===== src/rtl/ram_req_ctrl_if.sv =====
// Client request/response handshake plus the RAM macro port, bundled for ram_req_ctrl.
// The slave modport is the controller's view and the master modport is the client/RAM side.
interface ram_req_ctrl_if #(
  parameter int W_ADDR = 13,
  parameter int W_DATA = 16
);
  logic              req_valid;
  logic              req_ready;
  logic              req_write;
  logic [W_ADDR-1:0] req_addr;
  logic [W_DATA-1:0] req_wdata;
  logic              rsp_valid;
  logic              rsp_ready;
  logic [W_DATA-1:0] rsp_data;
  logic              init_done;
  logic [W_ADDR-1:0] ram_address;
  logic [W_DATA-1:0] ram_data;
  logic              ram_wren;
  logic [W_DATA-1:0] ram_q;

  modport slave (
    input  req_valid, req_write, req_addr, req_wdata, rsp_ready, ram_q,
    output req_ready, rsp_valid, rsp_data, init_done, ram_address, ram_data, ram_wren
  );

  modport master (
    output req_valid, req_write, req_addr, req_wdata, rsp_ready, ram_q,
    input  req_ready, rsp_valid, rsp_data, init_done, ram_address, ram_data, ram_wren
  );
endinterface


===== src/rtl/ram_req_ctrl.sv =====
// Request-side controller for the single-port working RAM: optional zero-fill after reset,
// then valid/ready request service with a 2-entry in-order read response buffer.
module ram_req_ctrl #(
  parameter int W_ADDR         = 13,
  parameter int W_DATA         = 16,
  parameter bit CLEAR_ON_RESET = 1'b1
) (
  input logic           clk,
  input logic           rst,
  ram_req_ctrl_if.slave bus
);

  typedef enum logic [1:0] {
    ST_RST_WAIT = 2'd0,
    ST_INIT     = 2'd1,
    ST_RUN      = 2'd2
  } state_t;

  state_t            r_state;
  state_t            w_state_nxt;
  logic [W_ADDR-1:0] r_init_cnt;
  logic              r_inflight;
  logic [W_DATA-1:0] r_fifo [2];
  logic              r_rd_ptr;
  logic              r_wr_ptr;
  logic [1:0]        r_count;

  logic              w_run;
  logic              w_push;
  logic              w_pop;
  logic [2:0]        w_occ;
  logic              w_ready;
  logic              w_accept;

  assign w_run    = (r_state == ST_RUN);
  assign w_push   = r_inflight;
  assign w_pop    = (r_count != 2'd0) & bus.rsp_ready;
  // Occupancy after this cycle's pop, counting the read whose data lands next edge;
  // applied to writes too so a write never overtakes a stalled read.
  assign w_occ    = {1'b0, r_count} + {2'b00, r_inflight} - {2'b00, w_pop};
  assign w_ready  = w_run & (w_occ <= 3'd1);
  assign w_accept = bus.req_valid & w_ready;

  assign bus.req_ready = w_ready;
  assign bus.rsp_valid = (r_count != 2'd0);
  assign bus.rsp_data  = r_fifo[r_rd_ptr];
  assign bus.init_done = w_run;

  always_ff @(posedge clk or negedge rst) begin
    if (!rst) begin
      r_state <= ST_RST_WAIT;
    end else begin
      r_state <= w_state_nxt;
    end
  end

  always_comb begin
    w_state_nxt     = r_state;
    bus.ram_address = '0;
    bus.ram_data    = '0;
    bus.ram_wren    = 1'b0;
    unique case (r_state)
      ST_RST_WAIT: begin
        w_state_nxt = CLEAR_ON_RESET ? ST_INIT : ST_RUN;
      end
      ST_INIT: begin
        bus.ram_address = r_init_cnt;
        bus.ram_wren    = 1'b1;
        if (r_init_cnt == '1) begin
          w_state_nxt = ST_RUN;
        end
      end
      ST_RUN: begin
        bus.ram_address = bus.req_addr;
        bus.ram_data    = bus.req_wdata;
        bus.ram_wren    = bus.req_write & w_accept;
      end
      default: begin
        w_state_nxt = ST_RST_WAIT;
      end
    endcase
  end

  always_ff @(posedge clk or negedge rst) begin
    if (!rst) begin
      r_init_cnt <= '0;
    end else if (r_state == ST_INIT) begin
      r_init_cnt <= r_init_cnt + W_ADDR'(1);
    end
  end

  always_ff @(posedge clk or negedge rst) begin
    if (!rst) begin
      r_inflight <= 1'b0;
    end else begin
      r_inflight <= w_accept & ~bus.req_write;
    end
  end

  always_ff @(posedge clk or negedge rst) begin
    if (!rst) begin
      for (int unsigned i = 0; i < 2; i++) begin
        r_fifo[i] <= '0;
      end
      r_rd_ptr <= 1'b0;
      r_wr_ptr <= 1'b0;
      r_count  <= 2'd0;
    end else begin
      if (w_push) begin
        r_fifo[r_wr_ptr] <= bus.ram_q;
        r_wr_ptr         <= ~r_wr_ptr;
      end
      if (w_pop) begin
        r_rd_ptr <= ~r_rd_ptr;
      end
      r_count <= r_count + {1'b0, w_push} - {1'b0, w_pop};
    end
  end

endmodule


===== src/flat_wrapper.sv =====
// flat-port wrapper written by rule: the top's interface ports become plain ports
module ram_req_ctrl_flat 
#(
  parameter int W_ADDR         = 13,
  parameter int W_DATA         = 16,
  parameter bit CLEAR_ON_RESET = 1'b1
)
  (clk, rst, bus_req_valid, bus_req_write, bus_req_addr, bus_req_wdata, bus_rsp_ready, bus_ram_q, bus_req_ready, bus_rsp_valid, bus_rsp_data, bus_init_done, bus_ram_address, bus_ram_data, bus_ram_wren);
  ram_req_ctrl_if #(.W_ADDR(W_ADDR), .W_DATA(W_DATA)) bus_i ();
  input logic clk;
  input logic rst;
  input wire logic [$bits(bus_i.req_valid)-1:0] bus_req_valid;
  input wire logic [$bits(bus_i.req_write)-1:0] bus_req_write;
  input wire logic [$bits(bus_i.req_addr)-1:0] bus_req_addr;
  input wire logic [$bits(bus_i.req_wdata)-1:0] bus_req_wdata;
  input wire logic [$bits(bus_i.rsp_ready)-1:0] bus_rsp_ready;
  input wire logic [$bits(bus_i.ram_q)-1:0] bus_ram_q;
  output wire logic [$bits(bus_i.req_ready)-1:0] bus_req_ready;
  output wire logic [$bits(bus_i.rsp_valid)-1:0] bus_rsp_valid;
  output wire logic [$bits(bus_i.rsp_data)-1:0] bus_rsp_data;
  output wire logic [$bits(bus_i.init_done)-1:0] bus_init_done;
  output wire logic [$bits(bus_i.ram_address)-1:0] bus_ram_address;
  output wire logic [$bits(bus_i.ram_data)-1:0] bus_ram_data;
  output wire logic [$bits(bus_i.ram_wren)-1:0] bus_ram_wren;
  assign bus_i.req_valid = bus_req_valid;
  assign bus_i.req_write = bus_req_write;
  assign bus_i.req_addr = bus_req_addr;
  assign bus_i.req_wdata = bus_req_wdata;
  assign bus_i.rsp_ready = bus_rsp_ready;
  assign bus_i.ram_q = bus_ram_q;
  assign bus_req_ready = bus_i.req_ready;
  assign bus_rsp_valid = bus_i.rsp_valid;
  assign bus_rsp_data = bus_i.rsp_data;
  assign bus_init_done = bus_i.init_done;
  assign bus_ram_address = bus_i.ram_address;
  assign bus_ram_data = bus_i.ram_data;
  assign bus_ram_wren = bus_i.ram_wren;
  ram_req_ctrl #(.W_ADDR(W_ADDR), .W_DATA(W_DATA), .CLEAR_ON_RESET(CLEAR_ON_RESET)) u_core (.clk(clk), .rst(rst), .bus(bus_i));
endmodule

===== config.mk =====
export PLATFORM = sky130hd
export DESIGN_NAME = ram_req_ctrl_flat
export DESIGN_NICKNAME = d
export VERILOG_FILES = /design/src/rtl/ram_req_ctrl_if.sv /design/src/rtl/ram_req_ctrl.sv /design/src/flat_wrapper.sv
export SDC_FILE = /design/constraint.sdc
export NUM_CORES = 1
export LEC_CHECK = 0
export CAP_MARGIN = 30
export CORE_ASPECT_RATIO = 0.75
export CORE_MARGIN = 3
export CORE_UTILIZATION = 35
export DETAILED_ROUTE_END_ITERATION = 10
export HOLD_SLACK_MARGIN = 0.05
export PLACE_DENSITY = 0.68
export SETUP_SLACK_MARGIN = 0.05
export SKIP_CTS_REPAIR_TIMING = 1
export SLEW_MARGIN = 20
export SYNTH_ARGS = -nofsm -noshare
export SYNTH_HDL_FRONTEND = slang
export SYNTH_SLANG_ARGS = --single-unit

===== constraint.sdc =====
create_clock -name clk -period 4.13 [get_ports clk]
set_input_delay 1.239 -clock clk [delete_from_list [all_inputs] [get_ports clk]]
set_output_delay 1.239 -clock clk [all_outputs]
set_load 0.02 [all_outputs]

After elaboration in Yosys (flattened, before gate mapping)
Cells that the tools add are included.
{ "word_totals": {"out_inout_bits": 49, "in_bits": 50, "word_cells": 47, "register_bits": 52} }
{ "op_classes": {"order_cmp": 4, "bitwise_logic": 11, "n_reduce_logical": 4, "muxes": 11, "add_sub_neg": 5, "eq_ne": 4} }
{ "op_table": {"columns": ["cell", "n"], "rows": [
  ["$mux W16", 5],
  ["$bwmux W32", 1],
  ["$pmux W13 S2", 1],
  ["$demux W16 S1", 1],
  ["$add A13 B1 Y13 const B", 1],
  ["$eq A13 B13 Y1 const B", 1],
  ["$pmux W2 S3", 1],
  ["$and A1 B1 Y1", 5],
  ["$ge A2 B2 Y1 const B", 2],
  ["$not A1 Y1", 4],
  ["$not A1 Y2", 2],
  ["$add A2 B1 Y3", 1],
  ["$le A3 B1 Y1 const B", 1],
  ["$sub A3 B1 Y3", 1],
  ["$add A2 B1 Y2", 1],
  ["$eq A2 B1 Y1 const B", 1],
  ["$eq A2 B2 Y1 const B", 1],
  ["$logic_not A2 Y1", 1],
  ["$lt A2 B1 Y1 const B", 1],
  ["$mux W2", 1],
  ["$ne A2 B1 Y1 const B", 1],
  ["$pmux W1 S2", 1],
  ["$reduce_and A2 Y1", 1],
  ["$reduce_bool A2 Y1", 1],
  ["other kinds (2)", 2]
]} }

Logic depth before layout (Yosys ltp)
Gate-level depths: netlist of run 1.
{ "logic_depth": {"depth_word": 8, "depth_mapped": 9, "depth_no_buf": 9} }

Least setup slack after synthesis of run 1
No wires, ideal clock.
{ "synth_path": {"path_kind": "input to output", "start": "input port bus_rsp_ready", "end": "output port bus_ram_wren", "slack_ns": -0.182, "required_time_ns": 2.891, "cell_stages": 8, "t_arrival_ns": 3.073, "path_cell_list": "and2_1 -> ha_1 -> inv_1 -> ha_1 -> fa_1 -> xnor2_1 -> nand4bb_1 -> o21ai_0"} }
{ "synth_via": {"elab_chain_len": 7} }
{ "synth_lines": {"columns": ["element", "line", "rtl"], "rows": [
  ["start: declaration", "flat_wrapper.sv:16", "input wire logic [$bits(bus_i.rsp_ready)-1:0] bus_rsp_ready;"],
  ["$and A1 B1 Y1", "ram_req_ctrl.sv:37", "assign w_pop = (r_count != 2'd0) & bus.rsp_ready;"],
  ["$sub A3 B1 Y3", "ram_req_ctrl.sv:40", "assign w_occ = {1'b0, r_count} + {2'b00, r_inflight} - {2'b00, w_pop};"],
  ["$le A3 B1 Y1", "ram_req_ctrl.sv:41", "assign w_ready = w_run & (w_occ <= 3'd1);"],
  ["$and A1 B1 Y1", "ram_req_ctrl.sv:41", null],
  ["$and A1 B1 Y1", "ram_req_ctrl.sv:42", "assign w_accept = bus.req_valid & w_ready;"],
  ["$and A1 B1 Y1", "ram_req_ctrl.sv:76", "bus.ram_wren = bus.req_write & w_accept;"],
  ["$pmux W1 S2", "ram_req_ctrl.sv:62", "unique case (r_state)"],
  ["end: declaration", "flat_wrapper.sv:24", "output wire logic [$bits(bus_i.ram_wren)-1:0] bus_ram_wren;"]
]} }
No other way between the ends.

Worst setup path in the final report of run 1
{ "layout_path": {"start": "input port bus_rsp_ready", "end": "output port bus_ram_wren"} }
{ "layout_via": {"elab_chain_len": 7} }
{ "layout_lines": {"columns": ["element", "line", "rtl"], "rows": [
  ["$and A1 B1 Y1", "ram_req_ctrl.sv:37", null],
  ["net u_core.w_pop", "ram_req_ctrl.sv:30", "logic w_pop;"],
  ["$sub A3 B1 Y3", "ram_req_ctrl.sv:40", null],
  ["$le A3 B1 Y1", "ram_req_ctrl.sv:41", null],
  ["$and A1 B1 Y1", "ram_req_ctrl.sv:41", null],
  ["$and A1 B1 Y1", "ram_req_ctrl.sv:42", null],
  ["$and A1 B1 Y1", "ram_req_ctrl.sv:76", null],
  ["$pmux W1 S2", "ram_req_ctrl.sv:62", null]
]} }
The timed path passes the listed nets, and every way through them passes these cells.

==> reports/qor.csv, run 1 <==
metric,value,unit
crit_start,bus_rsp_ready,
drc_errors,0,
wl,6340,um
slew_headroom,0.446,
drtAntennaViolNets,0,
cp-end-kind,primary output,
crit_family,adder cells,
cp.required,2890,ps
crit_chain,clkbuf_2 -> and2_4 -> ha_4 -> inv_2 -> ha_4 -> fa_2 -> xnor2_2 -> nand4bb_4 -> o21ai_2 -> buf_6,
dr.first_iter.drc_count,53,
clkTransAtPathRegs,90,ps
whs_path_depth,1,
clk-insertion-delay-late,300,ps
synth_top_area_frac,0.489,
min_to,u_core.r_wr_ptr,
cts_made_buffers,5,
path_class,input pin to primary output,
regToRegSetupSlack,1910,ps
synth_flop_cell,dfrtp_1,
synth_area,2660,um2
die_area,8690,um2
port-buffer-count,98,
violations,negative setup slack,
ys_seq_elements,52,
synth_area_leaders,"dfrtp_1 (49%), mux2_2 (21%), and2_1 (4.0%), a22oi_1 (3.7%), nor2b_1 (3.1%)",
synth.net_count,278,
synth_cell_types,32,
synth_common_cells,"dfrtp_1 (52), mux2_2 (49), and2_1 (17), a22oi_1 (13), nor2b_1 (13)",
async_flop_share,1.00,
cap_violations,0,
final_cells,424,
reg2reg_depth,9,
ios,99,
clock_sinks,52,
pre_cts_slack,-1000,ps
synth_area_per_cell,12.0,um2
critPathBufInv,3,
grt_pass1_vias,2097,
slowest_stage,fa_2,
tightest_slew,831,ps
total_leakage_power,0.00171,uW
initial_core_util,0.375,
ys_seq_area_frac,0.489,
drtPass1Iterations,4,
globalRouteOverflowTotal,0,
slew_violations,0,
drive_gt1_frac,0.255,
synth.most_common_cell,dfrtp_1,
num_vias,2006,
setup_slack,-33.0,ps
areaGrowthSynthToFinish,49.6,%
synth-edff-count,0,
min_from,u_core.r_wr_ptr,
die_x,107,um
avgViaCountPerCell,4.73,
syn_inst,221,
htreeDepth,2,
dp.cells,417,
finalHoldViolCount,0,
critPathMostFrequentCell,ha_4,
holdWs,496,ps
yosys.area.top_type,dfrtp_1,
grt_max_degree,37,
layout.nets,383,
stdcell_area,3980,um2
crit_fanout,2,
postPlaceCellArea,3800,um2
grt_pass1_wl,10400,um
num_rows,26,
antenna_cells,0,
min_period,4160,ps
reg2reg_to,u_core.r_inflight,
r2r-start,u_core.r_count[1],
clock_skew,7.18,ps
peakVddDrop,0.215,mV
p_per_area,365,nW/um2
cts_buffer_depth,2,
slowest_delay,370,ps
avgRoutedWirePerCell,14.9,um
status,finished with violations,
setup_viol,1,
cp-start-kind,input pin,
antenna_found_initial,0,
hold_class,register to register,
place_hpwl,4820,um
clk_root_buffer_cell,clkbuf_8,
cp.arrival,2920,ps
rsz0062_at_grt,yes,
min_period_over_period,1.01,
track_usage,0.147,
max_freq,0.240,GHz
yosysWarnings,0,
die_h,81.5,um
core_area,7090,um2
cts_tree,yes,
gp_congestion,0.739,
-- logic make-up (layout without fill, tap and decap cells) --
group                      after synthesis  after routing  share of synthesized area
DFF                                     52             52                      0.489
buffers and inverters                   20            125                     0.0311
AOI/OAI and AO/OA                       18             18                     0.0494
muxes                                   49             49                      0.208
adders and majority gates                7              7                     0.0358
and+or+nand+nor                         60             60                      0.137
xor gates and xnor gates                15             15                     0.0494
-- state kept, by name, summed over array words and instances, names as in the netlist --
signal / count
u_core.r_wr_ptr: 1
u_core.r_init_cnt: 13
u_core.r_state: 2
u_core.r_count: 2
u_core.r_fifo: 32
u_core.r_rd_ptr: 1
u_core.r_inflight: 1
-- metal layers --
metal,share of wire,vias up,routed length (um),GRT usage
li1,-,974,-,-
met1,0.46,977,2880,0.202
met2,0.48,53,3070,0.247
met3,0.055,2,349,0.0330
met4,0.0052,0,33,0.0230
met5,0,-,0,0
-- worst reg2reg max path, cell delays in order (launching register included) --
cell       delay (ps)
dfrtp_1           390
or2_2             300
and2_4            180
ha_4              260
inv_2              40
ha_4              150
fa_2              370
xnor2_2           160
nand4bb_4         210
nor2_1            110
-- cells in the final DEF (no fill, tap or decap), drive strengths merged --
| master | n |
|---|---|
| o21ai | 1 |
| nand4bb | 1 |
| ha | 6 |
| nor2b | 13 |
| nor3 | 4 |
| nand3b | 1 |
| nor3b | 1 |
| inv | 9 |
| clkdlybuf4s50 | 94 |
| and3 | 1 |
| and2 | 17 |
| mux2 | 49 |
| nor2 | 4 |
| xor2 | 8 |
| nand3 | 2 |
| nor4 | 2 |
| o21a | 1 |
| nand4 | 4 |
| a21oi | 1 |
| clkbuf | 6 |
| nand2 | 8 |
| bufinv | 2 |
| o211ai | 1 |
| fa | 1 |
| o41ai | 1 |
| or2 | 1 |
| a22oi | 13 |
| buf | 14 |
| or4 | 1 |
| dfrtp | 52 |
| xnor2 | 7 |
-- final cells by class --
| cell class | instances | area, um2 |
|---|---|---|
| clock buffers | 5 | 68.8 |
| multi-input cells | 149 | 1340 |
| well taps | 98 | 123 |
| repair buffers | 109 | 1050 |
| fillers | 659 | 3120 |
| flip-flops and latches | 52 | 1300 |
| clock inverters | 2 | 60.1 |
| inverters | 9 | 33.8 |
-- how the worst max path moves through the flow --
| stage | endpoint | cells past startpoint | slack (ps) |
|---|---|---|---|
| 6_report | bus_ram_wren | 10 | -30 |
| 5_1_grt | bus_ram_wren | 10 | -120 |
| 3_5_place_dp | bus_ram_wren | 10 | -1000 |
| 3_3_place_gp | bus_ram_wren | 10 | -970 |
| 4_1_cts | bus_ram_wren | 10 | -1020 |
| 2_1_floorplan | bus_ram_wren | 8 | 20 |
-- power breakdown --
part,internal [uW],switching [uW],total (uW)
registers,532,42.3,575
logic,299,179,477
clock network,239,162,400
-- metrics by stage --
stage	util	power [uW]	setup TNS (ps)
final	0.561	1450	-33.0
after global placement	0.536	1010	-1780
after CTS	0.554	1430	-1870
after global routing	0.561	1530	-177
after detailed placement	0.536	1020	-1840
after floorplan	-	786	0
Power figures use the tool's default switching activity.
==> run 2: changes to the inputs <==
Settings changed: CTS_CLUSTER_SIZE from default to 14.
==> results of run 2 <==
Final layout, timing and power as in run 1 (identical DEF).
